==> config.mk <==
export PLATFORM = sky130hd
export DESIGN_NAME = fetch_stage_queued
export DESIGN_NICKNAME = d
export VERILOG_FILES = /design/src/rtl/fetch_stage_queued.sv
export SDC_FILE = /design/constraint.sdc
export NUM_CORES = 1
export LEC_CHECK = 0
export CAP_MARGIN = 25
export CORE_MARGIN = 3
export CORE_UTILIZATION = 40
export CTS_CLUSTER_SIZE = 30
export DETAILED_ROUTE_END_ITERATION = 10
export SETUP_SLACK_MARGIN = 0.5
export SYNTH_ARGS = -nofsm -noshare
export SYNTH_HDL_FRONTEND = slang
export SYNTH_SLANG_ARGS = --single-unit
==> constraint.sdc <==
create_clock -name clk -period 2.9 [get_ports clk]
set_input_delay 0.435 -clock clk [delete_from_list [all_inputs] [get_ports clk]]
set_output_delay 0.435 -clock clk [all_outputs]
set_load 0.01 [all_outputs]
==> src/rtl/fetch_stage_queued.sv <==
// Fetch stage with an instruction queue.
// It owns the PC, issues word fetches to an in-order, variable-latency
// instruction memory, buffers the returned words with their PC in a
// FETCH_DEPTH-entry queue, and presents the queue head to decode over a
// valid/ready handshake. A redirect from execute flushes the queue. The same
// redirect marks every request still in flight to be discarded when it
// returns.
//
// Ports:
//   clk, rst                 clock, synchronous active-high reset
//   PCSrcE, PCTargetE        redirect request and target from execute
//   imem_req, imem_addr      fetch request/address (memory never stalls)
//   imem_rvalid, imem_rdata  in-order fetch response
//   ValidD, ReadyD           decode handshake for the queue head
//   InstrD, PCD, PCPlus4D    queue head payload (zero when queue is empty)
module fetch_stage_queued #(
  parameter int unsigned     XLEN        = 32,
  parameter logic [XLEN-1:0] RESET_PC    = '0,
  parameter int unsigned     FETCH_DEPTH = 4
) (
  input  logic            clk,
  input  logic            rst,
  input  logic            PCSrcE,
  input  logic [XLEN-1:0] PCTargetE,
  output logic            imem_req,
  output logic [XLEN-1:0] imem_addr,
  input  logic            imem_rvalid,
  input  logic [31:0]     imem_rdata,
  output logic            ValidD,
  input  logic            ReadyD,
  output logic [31:0]     InstrD,
  output logic [XLEN-1:0] PCD,
  output logic [XLEN-1:0] PCPlus4D
);

  localparam int unsigned PW = (FETCH_DEPTH > 1) ? $clog2(FETCH_DEPTH) : 1;
  localparam int unsigned CW = $clog2(FETCH_DEPTH + 1);

  logic [XLEN-1:0] pc_q, pc_n;
  // PC of the next response that will be kept (responses are in order and
  // kept ones form a contiguous sequence starting at the last redirect)
  logic [XLEN-1:0] resp_pc_q, resp_pc_n;
  logic [PW-1:0]   rd_ptr_q, rd_ptr_n, wr_ptr_q, wr_ptr_n;
  logic [CW-1:0]   count_q, count_n, outst_q, outst_n, drop_q, drop_n;

  logic [31:0]     instr_mem [FETCH_DEPTH];
  logic [XLEN-1:0] pc_mem    [FETCH_DEPTH];

  logic [CW:0]     occupancy;
  logic [XLEN-1:0] target;
  logic            accept;
  logic            pop;

  assign target    = {PCTargetE[XLEN-1:2], 2'b00};
  assign occupancy = (CW+1)'(outst_q) + (CW+1)'(count_q);

  // Issue only while every in-flight response is guaranteed a queue slot
  assign imem_req  = !rst && !PCSrcE && (occupancy < (CW+1)'(FETCH_DEPTH));
  assign imem_addr = pc_q;

  assign ValidD   = !rst && (count_q != '0);
  assign InstrD   = ValidD ? instr_mem[rd_ptr_q] : '0;
  assign PCD      = ValidD ? pc_mem[rd_ptr_q] : '0;
  assign PCPlus4D = ValidD ? pc_mem[rd_ptr_q] + XLEN'(4) : '0;

  assign pop    = ValidD && ReadyD;
  assign accept = imem_rvalid && !PCSrcE && (drop_q == '0);

  // Next-state for PC, queue bookkeeping and wrong-path drop counter
  always_comb begin
    pc_n      = pc_q;
    resp_pc_n = resp_pc_q;
    rd_ptr_n  = rd_ptr_q;
    wr_ptr_n  = wr_ptr_q;
    count_n   = count_q;
    outst_n   = outst_q + CW'(imem_req) - CW'(imem_rvalid);
    drop_n    = drop_q;

    if (imem_req) pc_n = pc_q + XLEN'(4);
    if (imem_rvalid && (drop_q != '0)) drop_n = drop_q - CW'(1);

    if (accept) begin
      wr_ptr_n  = wr_ptr_q + PW'(1);
      resp_pc_n = resp_pc_q + XLEN'(4);
    end
    if (pop) rd_ptr_n = rd_ptr_q + PW'(1);
    count_n = count_q + CW'(accept) - CW'(pop);

    // Everything still outstanding after this cycle belongs to the wrong path
    if (PCSrcE) begin
      pc_n      = target;
      resp_pc_n = target;
      rd_ptr_n  = '0;
      wr_ptr_n  = '0;
      count_n   = '0;
      drop_n    = outst_n;
    end
  end

  // State registers
  always_ff @(posedge clk) begin
    if (rst) begin
      pc_q      <= RESET_PC;
      resp_pc_q <= RESET_PC;
      rd_ptr_q  <= '0;
      wr_ptr_q  <= '0;
      count_q   <= '0;
      outst_q   <= '0;
      drop_q    <= '0;
    end else begin
      pc_q      <= pc_n;
      resp_pc_q <= resp_pc_n;
      rd_ptr_q  <= rd_ptr_n;
      wr_ptr_q  <= wr_ptr_n;
      count_q   <= count_n;
      outst_q   <= outst_n;
      drop_q    <= drop_n;
    end
  end

  // Queue storage; contents are qualified by count so no reset is needed
  always_ff @(posedge clk) begin
    if (!rst && accept) begin
      instr_mem[wr_ptr_q] <= imem_rdata;
      pc_mem[wr_ptr_q]    <= resp_pc_q;
    end
  end

endmodule

==> key figures, run 1 <==
Outcome
  – Status: finished, violations left
  – Failing checks: setup timing

Worst setup path
  – FF-to-FF Start: count_q[2]
  – Startpoint Class: flip-flop
  – Worst-path maximum fanout: 6
  – R2R Setup Slk: 340 ps
  – Worst EP required: 2470 ps
  – Crit path capture type: output pin
  – Worst Path Class, Setup: reg2out
  – Reg2reg end: imem_addr[11]
  – FF-to-FF path depth: 8
  – Worst EP arrival: 2910 ps

Synthesis
  – Syn Inst Count: 1022
  – Ys flop type: edfxtp_1
  – Most area-consuming cells after synthesis: edfxtp_1 (52%), dfxtp_1 (10%), mux4_2 (7.9%)
  – Leading area contributor after synthesis: edfxtp_1
  – Synth cell types: 62
  – Cell area after synthesis: 14300 sq um
  – Async SR Flop Fraction: 0%
  – #FFs+latches synth: 323
  – Synth top area share: 52.0%
  – Post-synthesis sequential area ratio: 62.5%
  – Number of flops mapped to enable cells by yosys: 248
  – Syn_area_per_cell: 14.0 sq um
  – Ys Warns: 0

Clocking
  – CTS Buf Count: 36
  – Clock sink count: 323
  – Clock buffer depth: 3
  – Root Driver: clkbuf_16
  – CTS tree: yes
  – Clk_lat worst skew: 510 ps
  – Worst-path clk slew: 60 ps
  – H-tree depth: 2
  – CTS Hold Buffers Added: 0

STA
  – Slew margin rel.: 58.1%
  – Worst setup margin: -444 ps
  – Worst slew pin tran: 622 ps
  – Hold Slack: 366 ps
  – Final setup viols: 46
  – Slew Limit Fails: 0
  – RSZ-0062 raised after global routing: yes
  – Fmax: 299 MHz
  – Clock Skews: 17.5 ps
  – Fin crit period: 3340 ps
  – Final Cycle Share: 115%
  – Hold Vio Cnt, Final: 0

Routing
  – Pre-antenna DRT Iters: 5
  – Wire per inst: 20.1 um
  – Detailed Route Iter0 Violations: 635
  – Vias: 10064
  – Post-route ant nets: 0
  – Vias per cell: 5.38
  – DRC viols: 0
  – Total Wirelength: 37600 um

Placed design
  – Final Wtd Congestion: 0.830
  – Cell Area, Placed: 17400 sq um
  – Detailed Place HPWL: 23100 um
  – PortBufs: 190

Finish
  – Share of cells above drive strength 1: 39.0%
  – Fin nets: 1476
  – Commonest cells after routing, fill and taps aside: edfxtp_1 (248), buf_6 (173), clkdlybuf4s50_1 (96)
  – Commonest non-fill, non-tap cell in the layout: edfxtp_1
  – Antenna cells: 0
  – Fin area: 20700 sq um
  – Fill cells: 2722
  – Syn-to-layout area delta: 44.4%

Min path
  – Hold EP: count_q[0]
  – Hold Path Depth: 3
  – Hold WC Path Type: in2reg
  – Worst hold start: rst

Floorplanning
  – Rows: 68
  – Die X: 195 um
  – Chip height: 195 um
  – Die area: 38100 sq um
  – Core ar.: 34900 sq um
  – Initial Util: 41.0%
  – I/O pin count: 199

GRT
  – Overflow after GRT: 0
  – Layer with the highest usage: met2
  – First-pass GRT wire length: 57000 um
  – Vias in the first global route: 9880
  – Largest net degree at the start of global routing: 62
  – GRT met3 Usage: 3.30%
  – Initial antenna violation count: 1
  – Aggregate global-route resource usage: 18.7%
  – Grt met2 use: 29.0%
  – Met1 usage: 27.5%

Pwr
  – Power Density: 540 nW/um^2
  – Leakage: 7.35 nW
  – VDD IR max: 386 uV

Run
  – Maxcap violations: 0
[routing by layer]
metal	part of all wire [%]	up-vias
met5	0.053	-
met4	2.1	2
met3	6.6	59
met2	46	389
met1	45	4984
li1	-	4630
[cells by family after synthesis]
kind of cell	share of synthesized area [%]
buffers and inverters	2.93
xor gates and xnor gates	3.06
AOI/OAI and AO/OA	5.91
adders and majority gates	1.59
and+or+nand+nor	12.8
DFF	62.5
other	0.0262
muxes	11.2
[cell usage after synthesis, types with 2 or more instances]
| library cell | count |
|---|---|
| edfxtp_1 | 248 |
| dfxtp_1 | 75 |
| and2_1 | 74 |
| nor2_1 | 62 |
| nand2_1 | 55 |
| mux4_2 | 50 |
| clkbuf_1 | 36 |
| xnor2_1 | 36 |
| nand3_1 | 29 |
| inv_1 | 28 |
| o21ai_0 | 26 |
| a21oi_1 | 23 |
| nand4_1 | 23 |
| nor3_1 | 21 |
| a31oi_1 | 20 |
| a21boi_0 | 16 |
| and3_1 | 15 |
| ha_1 | 15 |
| xor2_1 | 14 |
| mux4_1 | 12 |
| mux2_2 | 11 |
| or3_1 | 11 |
| a211oi_1 | 10 |
| buf_2 | 10 |
| or4_1 | 10 |
| o21a_1 | 9 |
| and4_1 | 8 |
| a41oi_1 | 6 |
| buf_1 | 6 |
| buf_4 | 6 |
| nor4_1 | 6 |
| nor2b_1 | 4 |
| a221oi_1 | 3 |
| buf_6 | 3 |
| nor4_2 | 3 |
| o211ai_1 | 3 |
| o311ai_0 | 3 |
| a311oi_1 | 2 |
| fa_1 | 2 |
| mux2i_1 | 2 |
| nor3b_1 | 2 |
| nor4b_1 | 2 |
| o41ai_1 | 2 |
| or4_4 | 2 |
[critical path, stage by stage, from the launching register on]
cell and delay [ps]:
dfxtp_4 380, buf_8 150, mux4_2 380, ha_4 170, nand2_4 60, or4_4 570
or4_4 520, nand2_4 80, buf_6 90
[stage by stage]
step	worst slack [ps]	setup TNS (ps)	std cells	power, mW	utilization (%)
2_1_floorplan	156	0	1027	5.96	-
3_3_place_gp	-420	-5140	1702	6.51	50.0
3_5_place_dp	-412	-5440	1702	6.53	50.0
4_1_cts	-482	-9590	1825	11.0	55.8
5_1_grt	-525	-17000	1870	11.6	59.2
6_report	-444	-12480	1870	11.2	59.2
[area by class of cell]
cell class	instances	area (sq um)	share of cell area, %
clock inverter	16	158	0.763
inverter	30	123	0.593
multi-input combinational	613	5630	27.3
timing repair buffer	386	4250	20.6
tap	455	569	2.75
clock buffer	47	967	4.68
sequential	323	8960	43.4
[power by group]
part	switching (mW)	internal (mW)	total [mW]
clock	1.73	2.62	4.34
combinational	0.691	0.823	1.51
sequential	0.154	5.16	5.31
total	2.57	8.60	11.2
[state kept, by name, summed over array words and instances, names as in the netlist, named ones only]
signal     cells
outst_q        3
resp_pc_q     30
wr_ptr_q       2
instr_mem    128
pc_mem       120
count_q        3
drop_q         3
rd_ptr_q       2
imem_addr     30
[worst max path at each step]
stage	cells past startpoint	slack (ps)	endpoint	from
6_report	8	-440	PCPlus4D[20]	flip-flop
3_3_place_gp	6	-420	PCPlus4D[28]	flip-flop
2_1_floorplan	8	160	PCPlus4D[16]	flip-flop
3_5_place_dp	6	-410	PCPlus4D[28]	flip-flop
5_1_grt	8	-520	PCPlus4D[20]	flip-flop
4_1_cts	8	-480	PCPlus4D[23]	flip-flop
[repair_timing]
| action | 4_1_cts | 5_1_grt |
|---|---|---|
| pin swaps | 48 | 84 |
| buffers inserted | 55 | 41 |
| endpoints found under the setup margin | 120 | 127 |
| gates cloned | 5 | 4 |
| gates resized for setup | 547 | 202 |
(Power assumes the default switching activity.)
==> run 2: changes to the inputs <==
HOLD_SLACK_MARGIN = 0.03   (was default)
==> results of run 2 <==
The final DEF is identical to that of run 1; final timing and power are the same.
==> run 3: changes to the inputs <==
PLACE_DENSITY_LB_ADDON = 0.08   (was default)
==> key figures, run 3 (synthesis results as in run 1) <==
STA
  – Final Cycle Share: 117% (+1.4 points)
  – Worst setup margin: -484 ps (-40.5 ps)
  – Slew Limit Fails: 0 (unchanged)
  – Fin crit period: 3380 ps (+40.5 ps)
  – Setup Total Neg Slack: -9400 ps (+3080 ps)
  – Clock Skews: 13.1 ps (-4.38 ps)
  – RSZ-0062 raised after global routing: yes
  – Fmax: 295 MHz (-1.2%)
  – Final setup viols: 54 (+17%)
  – Hold Vio Cnt, Final: 0 (unchanged)
  – Worst slew pin tran: 754 ps (+131 ps)
  – Slew margin rel.: 49.3% (-8.8 points)

Finish
  – Reg area: 8960 sq um (unchanged)
  – Commonest cells after routing, fill and taps aside: edfxtp_1 (248), clkdlybuf4s50_1 (95), buf_6 (89)
  – Commonest non-fill, non-tap cell in the layout: edfxtp_1
  – Post-layout util: 57.4% (-1.8 points)
  – Register with the most flip-flops: instr_mem
  – Share of cells above drive strength 1: 35.1% (-4.0 points)
  – Multi-input logic area: 5510 sq um (-2.1%)
  – Syn-to-layout area delta: 40.0%
  – Max FFs per register: 128 (unchanged)
  – Fill cells: 2865 (+5.3%)
  – Top Registers: instr_mem: 128 flops, pc_mem: 120 flops
  – Fin nets: 1455 (-1.4%)
  – Antenna cells: 0 (unchanged)

Floorplanning
  – Chip height: 195 um (unchanged)
  – I/O pin count: 199 (unchanged)
  – Initial Util: 41.0% (unchanged)
  – Rows: 68 (unchanged)
  – Die X: 195 um (unchanged)
  – Core ar.: 34900 sq um (unchanged)
  – Die area: 38100 sq um (unchanged)

Worst setup path
  – Reg2reg end: outst_q[1]
  – Worst-path maximum fanout: 4 (-2)
  – Ordered list of cells on the worst path: buf_12 -> mux4_2 -> nand4_4 -> or4_4 -> buf_6 -> or4_4 -> nand2_4 -> buf_6
  – Worst path top cell family by delay: simple AND/OR/NAND/NOR gates
  – Worst EP arrival: 2950 ps (+40 ps)
  – Startpoint Class: flip-flop
  – Crit path capture type: output pin
  – CP max stage delay: 600 ps (+30 ps)
  – CP Buf/Inv Count: 3 (+1)
  – CP max stage cell: or4_4
  – Worst EP required: 2470 ps (about the same)
  – R2R Setup Slk: 360 ps (+20 ps)
  – FF-to-FF path depth: 9 (+1)
  – Worst Path Class, Setup: reg2out
  – FF-to-FF Start: count_q[2]

GRT
  – Vias in the first global route: 9797 (-0.84%)
  – First-pass GRT wire length: 55900 um (-1.8%)
  – Grt met2 use: 29.5% (+0.47 points)
  – Largest net degree at the start of global routing: 62 (unchanged)
  – Layer with the highest usage: met2
  – Met1 usage: 26.6% (-0.95 points)
  – GRT met3 Usage: 3.05% (-0.24 points)
  – Aggregate global-route resource usage: 18.4% (-0.29 points)
  – Overflow after GRT: 0 (unchanged)
  – Initial antenna violation count: 1 (unchanged)

Routing
  – Detailed Route Iter0 Violations: 548 (-14%)
  – Total Wirelength: 36800 um (-2.3%)
  – Vias per cell: 5.24 (-2.7%)
  – Pre-antenna DRT Iters: 4 (-1)
  – Vias: 9692 (-3.7%)
  – Post-route ant nets: 0 (unchanged)
  – DRC viols: 0 (unchanged)
  – Wire per inst: 19.9 um (-1.3%)

Outcome
  – Failing checks: setup timing
  – Status: finished, violations left

Clocking
  – H-tree depth: 2 (unchanged)
  – Root Driver: clkbuf_16
  – Clock sink count: 323 (unchanged)
  – Clock buffer depth: 3 (unchanged)
  – CTS tree: yes
  – CTS Buf Count: 36 (unchanged)
  – Worst-path clk slew: 60 ps (about the same)
  – Clk_lat worst skew: 510 ps (about the same)

Pwr
  – VDD IR max: 345 uV (-11%)
  – Seq pwr share: 47.7% (about the same)
  – Combinational power share: 12.5% (-1.0 points)
  – Leakage: 7.18 nW (-2.4%)
  – Clock power frac: 39.8% (+0.9 points)
  – Internal power: 8.58 mW (-0.15%)
  – Switch share: 22.9% (-0.081 points)
  – Power Density: 556 nW/um^2 (+2.9%)
  – NetSw: 2.56 mW (-0.60%)

Placed design
  – Detailed Place HPWL: 23600 um (+2.2%)
  – Final Wtd Congestion: 0.797 (-4.0%)
  – PortBufs: 190 (unchanged)

Run
  – Maxcap violations: 0 (unchanged)

Min path
  – Worst hold start: rst
  – Hold Path Depth: 2 (-1)
  – Hold WC Path Type: in2reg
  – Hold EP: resp_pc_q[29]
## run 3: cell types whose count changed in the layout (fill, tap and decap cells not counted), sizes merged, moves of 2 or more
cell / delta
clkbuf: +3
inv: -2
bufbuf: -2
buf: -43
clkinv: +4
dlygate4sd2: +21
## run 3: area by class of cell
| type | instances | area share, % |
|---|---|---|
| Sequential cell | 323 | 44.7 |
| Multi-Input combinational cell | 614 | 27.5 |
| Timing Repair Buffer | 364 | 18.7 |
| Clock buffer | 46 | 4.79 |
| Tap cell | 455 | 2.84 |
| Clock inverter | 18 | 0.905 |
| Inverter | 30 | 0.574 |
## run 3: worst max-delay path by stage
stage,from,endpoint,cells after the start
2_1_floorplan,flip-flop,PCPlus4D[16],8
3_3_place_gp,flip-flop,PCPlus4D[20],7
3_5_place_dp,flip-flop,PCPlus4D[31],7
4_1_cts,flip-flop,PCPlus4D[20],9
5_1_grt,flip-flop,PCPlus4D[20],8
6_report,flip-flop,PCPlus4D[20],8
## run 3: stage by stage
step                      total power [mW]  cells  instance area [sq um]  worst slack [ps]  hold WS [ps]
final                                 11.1   1850                  20000              -484           192
after global routing                  11.6   1850                  20000              -580           189
after CTS                             11.1   1811                  19200              -558           172
after detailed placement              6.52   1703                  17400              -379           535
after global placement                6.51   1703                  17400              -322           524
after floorplan                       5.96   1027                  14400               156           481
## run 3: power by group through the flow
stage | Combinational (mW) | Sequential [mW] | Clock (mW)
finish | 1.40 | 5.31 | 4.43
global route | 1.52 | 5.33 | 4.75
CTS | 1.22 | 5.30 | 4.54
detailed placement | 1.13 | 5.40 | 0
global placement | 1.12 | 5.39 | 0
floorplan | 0.601 | 5.36 | 0
## run 3: per-layer routing
metal	share of wire, %	routed length, um
met4	1.8	674
met1	46	17100
met2	47	17100
met5	0.054	20
met3	5.0	1840
## run 3: worst register-to-register path, stage by stage (launching register included)
cell and delay [ps]:
dfxtp_4 360, ha_4 150, or4_1 510, a311o_1 380, inv_2 110, buf_6 120, buf_6 90, ha_4 120
fa_2 440, nor2b_1 140
## run 3: repair_timing
action | in CTS | in global routing
setup buffers | 42 | 33
pin swaps | 34 | 68
resized for setup | 436 | 145
hold buffers | 0 | 0
gates cloned | 2 | 6
endpoints found under the setup margin | 113 | 127
